## src/rtl/cmsdk_mcu_rstseq_pkg.sv

```systemverilog
// Shared types for the MCU reset sequencer.
// State encodings, counter widths and load helpers.
package cmsdk_mcu_rstseq_pkg;

    localparam int HOLD_W = 8;
    localparam int DLY_W  = 4;

    typedef enum logic [1:0] {
        ST_ASSERT = 2'd0,
        ST_REL_H  = 2'd1,
        ST_RUN    = 2'd2
    } state_e;

    function automatic logic [HOLD_W-1:0] hold_load(input int cycles);
        return HOLD_W'(cycles - 1);
    endfunction

    function automatic logic [DLY_W-1:0] dly_load(input int cycles);
        return (cycles > 0) ? DLY_W'(cycles - 1) : '0;
    endfunction

endpackage

```

## src/rtl/cmsdk_mcu_rstseq_if.sv

```systemverilog
// Request/control inputs and reset/clock-enable outputs
// of the reset sequencer, grouped as one bundle.
interface cmsdk_mcu_rstseq_if #(
    parameter int NUM_SRC = 4,
    parameter int DIV_W   = 4
);
    logic [NUM_SRC-1:0] RSTREQ;
    logic               DBGRESETREQ;
    logic               RSTBYPASS;
    logic [DIV_W-1:0]   PCLKDIV;
    logic               CAUSE_CLR;
    logic               HRESETn;
    logic               PRESETn;
    logic               DBGRESETn;
    logic               PCLKEN;
    logic [NUM_SRC:0]   RSTCAUSE;
    logic               RSTBUSY;

    modport master (
        output RSTREQ, DBGRESETREQ, RSTBYPASS, PCLKDIV, CAUSE_CLR,
        input  HRESETn, PRESETn, DBGRESETn, PCLKEN, RSTCAUSE, RSTBUSY
    );

    modport slave (
        input  RSTREQ, DBGRESETREQ, RSTBYPASS, PCLKDIV, CAUSE_CLR,
        output HRESETn, PRESETn, DBGRESETn, PCLKEN, RSTCAUSE, RSTBUSY
    );
endinterface

```

## src/rtl/cmsdk_rst_sync.sv

```systemverilog
// Reset synchroniser: asserts asynchronously, releases
// after STAGES clock edges.
module cmsdk_rst_sync #(
    parameter int STAGES = 2
) (
    input  logic clk,
    input  logic rst,
    output logic rst_n_sync
);
    logic [STAGES-1:0] sync_q;

    // Shift ones in behind the asynchronous clear.
    always_ff @(posedge clk or posedge rst) begin
        if (rst) sync_q <= '0;
        else     sync_q <= {sync_q[STAGES-2:0], 1'b1};
    end

    assign rst_n_sync = sync_q[STAGES-1];
endmodule

```

## src/rtl/cmsdk_mcu_rstseq.sv

```systemverilog
// MCU reset sequencer: staged HRESETn/PRESETn release, debug
// reset domain, programmable PCLKEN and sticky reset cause.
module cmsdk_mcu_rstseq
    import cmsdk_mcu_rstseq_pkg::*;
#(
    parameter int NUM_SRC      = 4,
    parameter int SYNC_STAGES  = 2,
    parameter int HOLD_CYCLES  = 16,
    parameter int PRESET_DELAY = 4,
    parameter int DIV_W        = 4
) (
    input  logic                FCLK,
    input  logic                PORESET,
    cmsdk_mcu_rstseq_if.slave   bus
);
    if (NUM_SRC < 1 || NUM_SRC > 8) begin : g_bad_src
        $error("NUM_SRC out of range 1..8");
    end
    if (SYNC_STAGES < 2 || SYNC_STAGES > 4) begin : g_bad_sync
        $error("SYNC_STAGES out of range 2..4");
    end
    if (HOLD_CYCLES < 1 || HOLD_CYCLES > 255) begin : g_bad_hold
        $error("HOLD_CYCLES out of range 1..255");
    end
    if (PRESET_DELAY < 0 || PRESET_DELAY > 15) begin : g_bad_dly
        $error("PRESET_DELAY out of range 0..15");
    end

    localparam logic [HOLD_W-1:0] HOLD_LD = hold_load(HOLD_CYCLES);
    localparam logic [DLY_W-1:0]  DLY_LD  = dly_load(PRESET_DELAY);

    logic               sys_sync;
    logic               dbg_sync;
    logic               por_q;
    state_e             state_q, state_d;
    logic [HOLD_W-1:0]  hold_q, hold_d;
    logic [DLY_W-1:0]   dly_q, dly_d;
    logic               any_req;
    logic               capture;
    logic               hrst_q, prst_q, busy_q;
    logic               dbg_q, dreq_q;
    logic               pclken_q;
    logic [DIV_W-1:0]   div_q;
    logic [NUM_SRC:0]   cause_q;
    logic [NUM_SRC-1:0] cause_keep;

    cmsdk_rst_sync #(.STAGES(SYNC_STAGES)) u_sys_sync (
        .clk        (FCLK),
        .rst        (PORESET),
        .rst_n_sync (sys_sync)
    );

    cmsdk_rst_sync #(.STAGES(SYNC_STAGES)) u_dbg_sync (
        .clk        (FCLK),
        .rst        (PORESET),
        .rst_n_sync (dbg_sync)
    );

    assign any_req = |bus.RSTREQ;

    // Sequencer state, counters and the retimed POR release.
    always_ff @(posedge FCLK or posedge PORESET) begin
        if (PORESET) begin
            state_q <= ST_ASSERT;
            hold_q  <= HOLD_LD;
            dly_q   <= '0;
            por_q   <= 1'b0;
        end else begin
            state_q <= state_d;
            hold_q  <= hold_d;
            dly_q   <= dly_d;
            por_q   <= sys_sync;
        end
    end

    // Next-state: hold after last request, then staged release.
    always_comb begin
        state_d = state_q;
        hold_d  = hold_q;
        dly_d   = dly_q;
        capture = 1'b0;
        unique case (state_q)
            ST_ASSERT: begin
                if (!por_q || any_req) begin
                    hold_d = HOLD_LD;
                end else if (hold_q != '0) begin
                    hold_d = hold_q - 1'b1;
                end else if (PRESET_DELAY == 0) begin
                    state_d = ST_RUN;
                end else begin
                    state_d = ST_REL_H;
                    dly_d   = DLY_LD;
                end
            end
            ST_REL_H: begin
                if (any_req) begin
                    state_d = ST_ASSERT;
                    hold_d  = HOLD_LD;
                    capture = 1'b1;
                end else if (dly_q == '0) begin
                    state_d = ST_RUN;
                end else begin
                    dly_d = dly_q - 1'b1;
                end
            end
            ST_RUN: begin
                if (any_req) begin
                    state_d = ST_ASSERT;
                    hold_d  = HOLD_LD;
                    capture = 1'b1;
                end
            end
            default: state_d = ST_ASSERT;
        endcase
    end

    assign cause_keep = bus.CAUSE_CLR ? '0 : cause_q[NUM_SRC-1:0];

    // Registered resets, busy flag and sticky cause.
    always_ff @(posedge FCLK or posedge PORESET) begin
        if (PORESET) begin
            hrst_q  <= 1'b0;
            prst_q  <= 1'b0;
            busy_q  <= 1'b1;
            cause_q <= {1'b1, {NUM_SRC{1'b0}}};
        end else begin
            hrst_q <= (state_d != ST_ASSERT);
            prst_q <= (state_d == ST_RUN);
            busy_q <= (state_d != ST_RUN);
            if (capture)
                cause_q <= {1'b0, cause_keep | bus.RSTREQ};
            else if (bus.CAUSE_CLR)
                cause_q <= '0;
        end
    end

    // Debug reset: low while requested and one cycle beyond.
    always_ff @(posedge FCLK or posedge PORESET) begin
        if (PORESET) begin
            dbg_q  <= 1'b0;
            dreq_q <= 1'b0;
        end else begin
            dreq_q <= bus.DBGRESETREQ;
            dbg_q  <= dbg_sync & ~bus.DBGRESETREQ & ~dreq_q;
        end
    end

    // PCLKEN divider; forced high around any PRESETn low period.
    always_ff @(posedge FCLK or posedge PORESET) begin
        if (PORESET) begin
            pclken_q <= 1'b1;
            div_q    <= '0;
        end else if (!prst_q || state_d != ST_RUN) begin
            pclken_q <= 1'b1;
            div_q    <= bus.PCLKDIV;
        end else if (div_q == '0) begin
            pclken_q <= 1'b1;
            div_q    <= bus.PCLKDIV;
        end else begin
            pclken_q <= 1'b0;
            div_q    <= div_q - 1'b1;
        end
    end

    assign bus.HRESETn   = bus.RSTBYPASS ? ~PORESET : hrst_q;
    assign bus.PRESETn   = bus.RSTBYPASS ? ~PORESET : prst_q;
    assign bus.DBGRESETn = bus.RSTBYPASS ? ~PORESET : dbg_q;
    assign bus.PCLKEN    = pclken_q;
    assign bus.RSTCAUSE  = cause_q;
    assign bus.RSTBUSY   = busy_q;
endmodule
```

## src/flat_wrapper.sv

```systemverilog
// flat-port wrapper written by rule: the top's interface ports become plain ports
module cmsdk_mcu_rstseq_flat import cmsdk_mcu_rstseq_pkg::*;
#(
    parameter int NUM_SRC      = 4,
    parameter int SYNC_STAGES  = 2,
    parameter int HOLD_CYCLES  = 16,
    parameter int PRESET_DELAY = 4,
    parameter int DIV_W        = 4
)
  (FCLK, PORESET, bus_RSTREQ, bus_DBGRESETREQ, bus_RSTBYPASS, bus_PCLKDIV, bus_CAUSE_CLR, bus_HRESETn, bus_PRESETn, bus_DBGRESETn, bus_PCLKEN, bus_RSTCAUSE, bus_RSTBUSY);
  cmsdk_mcu_rstseq_if #(.NUM_SRC(NUM_SRC), .DIV_W(DIV_W)) bus_i ();
  input  logic FCLK;
  input  logic PORESET;
  input wire logic [$bits(bus_i.RSTREQ)-1:0] bus_RSTREQ;
  input wire logic [$bits(bus_i.DBGRESETREQ)-1:0] bus_DBGRESETREQ;
  input wire logic [$bits(bus_i.RSTBYPASS)-1:0] bus_RSTBYPASS;
  input wire logic [$bits(bus_i.PCLKDIV)-1:0] bus_PCLKDIV;
  input wire logic [$bits(bus_i.CAUSE_CLR)-1:0] bus_CAUSE_CLR;
  output wire logic [$bits(bus_i.HRESETn)-1:0] bus_HRESETn;
  output wire logic [$bits(bus_i.PRESETn)-1:0] bus_PRESETn;
  output wire logic [$bits(bus_i.DBGRESETn)-1:0] bus_DBGRESETn;
  output wire logic [$bits(bus_i.PCLKEN)-1:0] bus_PCLKEN;
  output wire logic [$bits(bus_i.RSTCAUSE)-1:0] bus_RSTCAUSE;
  output wire logic [$bits(bus_i.RSTBUSY)-1:0] bus_RSTBUSY;
  assign bus_i.RSTREQ = bus_RSTREQ;
  assign bus_i.DBGRESETREQ = bus_DBGRESETREQ;
  assign bus_i.RSTBYPASS = bus_RSTBYPASS;
  assign bus_i.PCLKDIV = bus_PCLKDIV;
  assign bus_i.CAUSE_CLR = bus_CAUSE_CLR;
  assign bus_HRESETn = bus_i.HRESETn;
  assign bus_PRESETn = bus_i.PRESETn;
  assign bus_DBGRESETn = bus_i.DBGRESETn;
  assign bus_PCLKEN = bus_i.PCLKEN;
  assign bus_RSTCAUSE = bus_i.RSTCAUSE;
  assign bus_RSTBUSY = bus_i.RSTBUSY;
  cmsdk_mcu_rstseq #(.NUM_SRC(NUM_SRC), .SYNC_STAGES(SYNC_STAGES), .HOLD_CYCLES(HOLD_CYCLES), .PRESET_DELAY(PRESET_DELAY), .DIV_W(DIV_W)) u_core (.FCLK(FCLK), .PORESET(PORESET), .bus(bus_i));
endmodule
```

## config.mk

```make
export PLATFORM = sky130hd
export DESIGN_NAME = cmsdk_mcu_rstseq_flat
export DESIGN_NICKNAME = d
export VERILOG_FILES = /design/src/rtl/cmsdk_mcu_rstseq_pkg.sv /design/src/rtl/cmsdk_mcu_rstseq_if.sv /design/src/rtl/cmsdk_rst_sync.sv /design/src/rtl/cmsdk_mcu_rstseq.sv /design/src/flat_wrapper.sv
export SDC_FILE = /design/constraint.sdc
export NUM_CORES = 1
export LEC_CHECK = 0
export CAP_MARGIN = 15
export CORE_UTILIZATION = 54
export CTS_BUF_LIST = sky130_fd_sc_hd__clkbuf_16
export DETAILED_ROUTE_END_ITERATION = 8
export GPL_ROUTABILITY_DRIVEN = 0
export PLACE_DENSITY = 0.76
export SETUP_SLACK_MARGIN = 0.1
export SLEW_MARGIN = 20
export SYNTH_ARGS = -nofsm -noshare
export SYNTH_HDL_FRONTEND = slang
export SYNTH_HIERARCHICAL = 1
export SYNTH_SLANG_ARGS = --single-unit
```

## constraint.sdc

```tcl
create_clock -name FCLK -period 3.1 [get_ports FCLK]
set_clock_uncertainty 0.15 [all_clocks]
set_input_delay 0.775 -clock FCLK [delete_from_list [all_inputs] [get_ports FCLK]]
set_output_delay 0.775 -clock FCLK [all_outputs]
set_load 0.03 [all_outputs]
```

==> results.md <==
* Status: finished, violations left
* Failing checks: DRC
* Switching share of power at 0.198
* Worst-Skew Late Latency at between 0.2 and 0.3 ns
* Final count of hold timing violations at 0
* Die W at roughly 58 µm
* Depth of the worst register-to-register path at 7
* Crit path time final at 2.86 ns
* Diode count at 0
* Final core occ at 0.739
* R2R setup slack at roughly 0.54 ns
* CTS Buffer Depth at 2
* Rows at 19
* Setup violations, final at 0
* Sw power at 0.212 mW
* Crit path largest cell delay at 0.46 ns
* Unrepaired setup endpoints after global routing: no
* Nets at roughly 220
* I/O Buffers at 22
* Area Overhead vs Synth at 26.4%
* Synthesized instance count at approximately 160
* Multi-input logic area at around 720 µm²
* CP Class: in2reg
* Maxcap violations at 0
* Comb pwr share at 0.057
* Synth warn at 6
* Largest area contributor in the netlist: dfrtp_1
* Sequential share of the synthesized area at 0.515
* Post_cts resized at 0
* Worst Hold Path EP: u_core/por_q$_DFF_PP0_
* Vias per cell at ~5.5
* Router iterations before antenna repair at 6
* Top cell type's share of synthesized area at 0.405
* Final Max Slew Viols at 0
* Die ar. at ~3300 µm²
* Post-Place Worst Slack at -0.0658 ns
* CTS root buffer: clkbuf_16
* Setup crit end kind: flop
* DRT antenna net count at 0
* Fmax at 350 MHz
* Cell variety after synth at 37
* CP startpoint kind: input pin
* P_int at 0.860 mW
* Initial antenna violation count at 0
* Register area at about 860 µm²
* Syn Area/Cell at roughly 10 µm²
* Commonest non-fill, non-tap cell in the layout: dfrtp_1
* Setup TNS at 0 ns
* GRT Residual Overflow at 0
* Initial DRC Count at 58
* Peak supply drop at about 0.00044 V
* Critical Path RT at between 3 and 4 ns
* Post-Layout Inst Area at 2110 µm²
* Critical Path AT at about 2.9 ns
* Net Count, Synth at 184
* Drc violations at 2
* Critical R2R Capture: u_core/div_q[2]$_DFF_PP0_
* Worst r2r src: u_core/dly_q[0]$_DFFE_PP0P_
* Slew @ Worst Pin at 0.592 ns
* Cell Chain, Critical Path: clkdlybuf4s50_1 > nor4_4 > a41o_1 > o211a_1 > nor4b_4 > mux2_1
* H-tree depth at 2
* DP HPWL at about 2200 µm
* Clock power frac at 0.505
* Core Area at about 2900 µm²
* Number of global-route vias before repair at ~1,300
* Placed cell areas at 1950 µm²
* PwrDens at 508 nW/µm²
* Tightest Hold Check Type: reg2reg
* GR Util All Layers at 0.234
* Vias at 1,241
* Largest net degree at the start of global routing at 31
* Critical hold path startpoint: u_core/u_sys_sync/sync_q[1]$_DFF_PP0_
* Sink Count at 34
* Post-CTS Setup Repair Bufs at 0
* Cell depth of the worst hold path at 0
* Hold_buf cts at 0
* Routed WL at between 3000 and 4000 µm
* PnR worst setup slack at ~0.24 ns
* Worst Path Max Fanout at 7
* Die Y at around 58 µm
* Ratio of cells with drive above 1 in the final layout at 0.123
* Routed WL per cell at approximately 14 µm
* Most frequent cells in the layout: 27 x dfrtp_1, 25 x inv_1, 19 x clkdlybuf4s50_1
* Period utilization at 0.923
* Starting Density at 0.585
* Slew margin rel. at 0.600
* Synthesis-stage register bit count at 34
* Global-route wire length before repair at around 5700 µm
* CTS tree: done
* Mapped Area at 1670 µm²
* Fill count at between 200 and 250
* Seq pwr share at 0.438
* Main area contributors after synthesis: dfrtp_1 40%, dfstp_2 11%, ha_1 6.7%
* CTS Buf Count at 5
* Clk pin slew, worst setup/hold paths at 0.05 ns
* Slowest cell on crit path: clkdlybuf4s50_1
* # IOs at 23
* LEAKAGE at 0.956 nW
-- layer usage --
layer  routed length [µm]  share of wire  vias up  track usage
met1                 1340           0.42      584        0.273
li1                     -              -      613            -
met4                   52          0.016        0       0.0941
met2                 1660           0.52       38        0.410
met3                  151          0.047        6       0.0567
met5                    0              0        -            0
-- power by group through the flow --
stage / Sequential (mW) / Clock (mW) / Combinational [mW]
after global placement: 0.476 / 0 / 0.0589
after global routing: 0.470 / 0.573 / 0.0697
after CTS: 0.469 / 0.550 / 0.0627
after detailed placement: 0.476 / 0 / 0.0612
final: 0.469 / 0.541 / 0.0616
after floorplan: 0.473 / 0 / 0.0318
-- cells by family (layout without fill, tap and decap cells) --
kind of cell,count (synthesis),count (layout),share of synthesized area
AOI/OAI and AO/OA,33,33,0.126
xor gates and xnor gates,4,4,0.0210
adders and majority gates,9,9,0.0675
buffers and inverters,25,58,0.0562
DFF,34,34,0.515
muxes,4,4,0.0262
other,2,2,0.00450
and+or+nand+nor,51,51,0.184
-- through the flow --
step                power, mW  std cells  hold slack [ns]
floorplan               0.505        162            0.181
global placement        0.535        218            0.183
detailed placement      0.537        218            0.186
CTS                      1.08        226            0.206
global route             1.11        226            0.207
finish                   1.07        226            0.201
-- worst max-delay path, delay by kind of cell --
family,cells,cell delay (ns)
and+or+nand+nor,2,0.82
buffers and inverters,1,0.46
AOI/OAI and AO/OA,2,0.42
muxes,1,0.37
-- cell type report --
cell class | instances | area share
Timing Repair Buffer | 26 | 0.115
Clock inverter | 3 | 0.0178
Clock buffer | 5 | 0.0593
Inverter | 24 | 0.0427
Multi-Input combinational cell | 103 | 0.339
Sequential cell | 34 | 0.407
Tap cell | 31 | 0.0184
-- cell usage after synthesis, drive strengths merged --
cell,number
dfrtp,27
inv,24
o21ai,13
nand2,12
nor2,12
ha,9
dfstp,7
nor3,6
a21oi,5
nor2b,4
nor3b,4
o31ai,4
mux2,3
nand3b,3
a31oi,2
a41oi,2
conb,2
nor4,2
nor4b,2
o21a,2
o22a,2
xnor2,2
xor2,2
a211oi,1
a41o,1
and2,1
clkbuf,1
mux2i,1
nand3,1
nand4,1
o211a,1
or2,1
or3,1
or3b,1
-- state kept, by name (all words and copies together) (netlist names), 2 cells and up --
signal                    count
u_core/u_dbg_sync/sync_q      2
u_core/div_q                  4
u_core/state_q                2
u_core/bus.RSTCAUSE           5
u_core/hold_q                 8
u_core/dly_q                  4
u_core/u_sys_sync/sync_q      2
-- how the worst max path moves through the flow --
stage                       start                   endpoint
finish              bus_RSTREQ[0]  u_core/div_q[2]$_DFF_PP0_
detailed placement  bus_RSTREQ[0]  u_core/div_q[2]$_DFF_PP0_
global placement    bus_RSTREQ[0]  u_core/div_q[0]$_DFF_PP0_
CTS                 bus_RSTREQ[0]  u_core/div_q[2]$_DFF_PP0_
floorplan                 PORESET              bus_DBGRESETn
global route        bus_RSTREQ[0]  u_core/div_q[0]$_DFF_PP0_
Power figures use the tool's default switching activity.
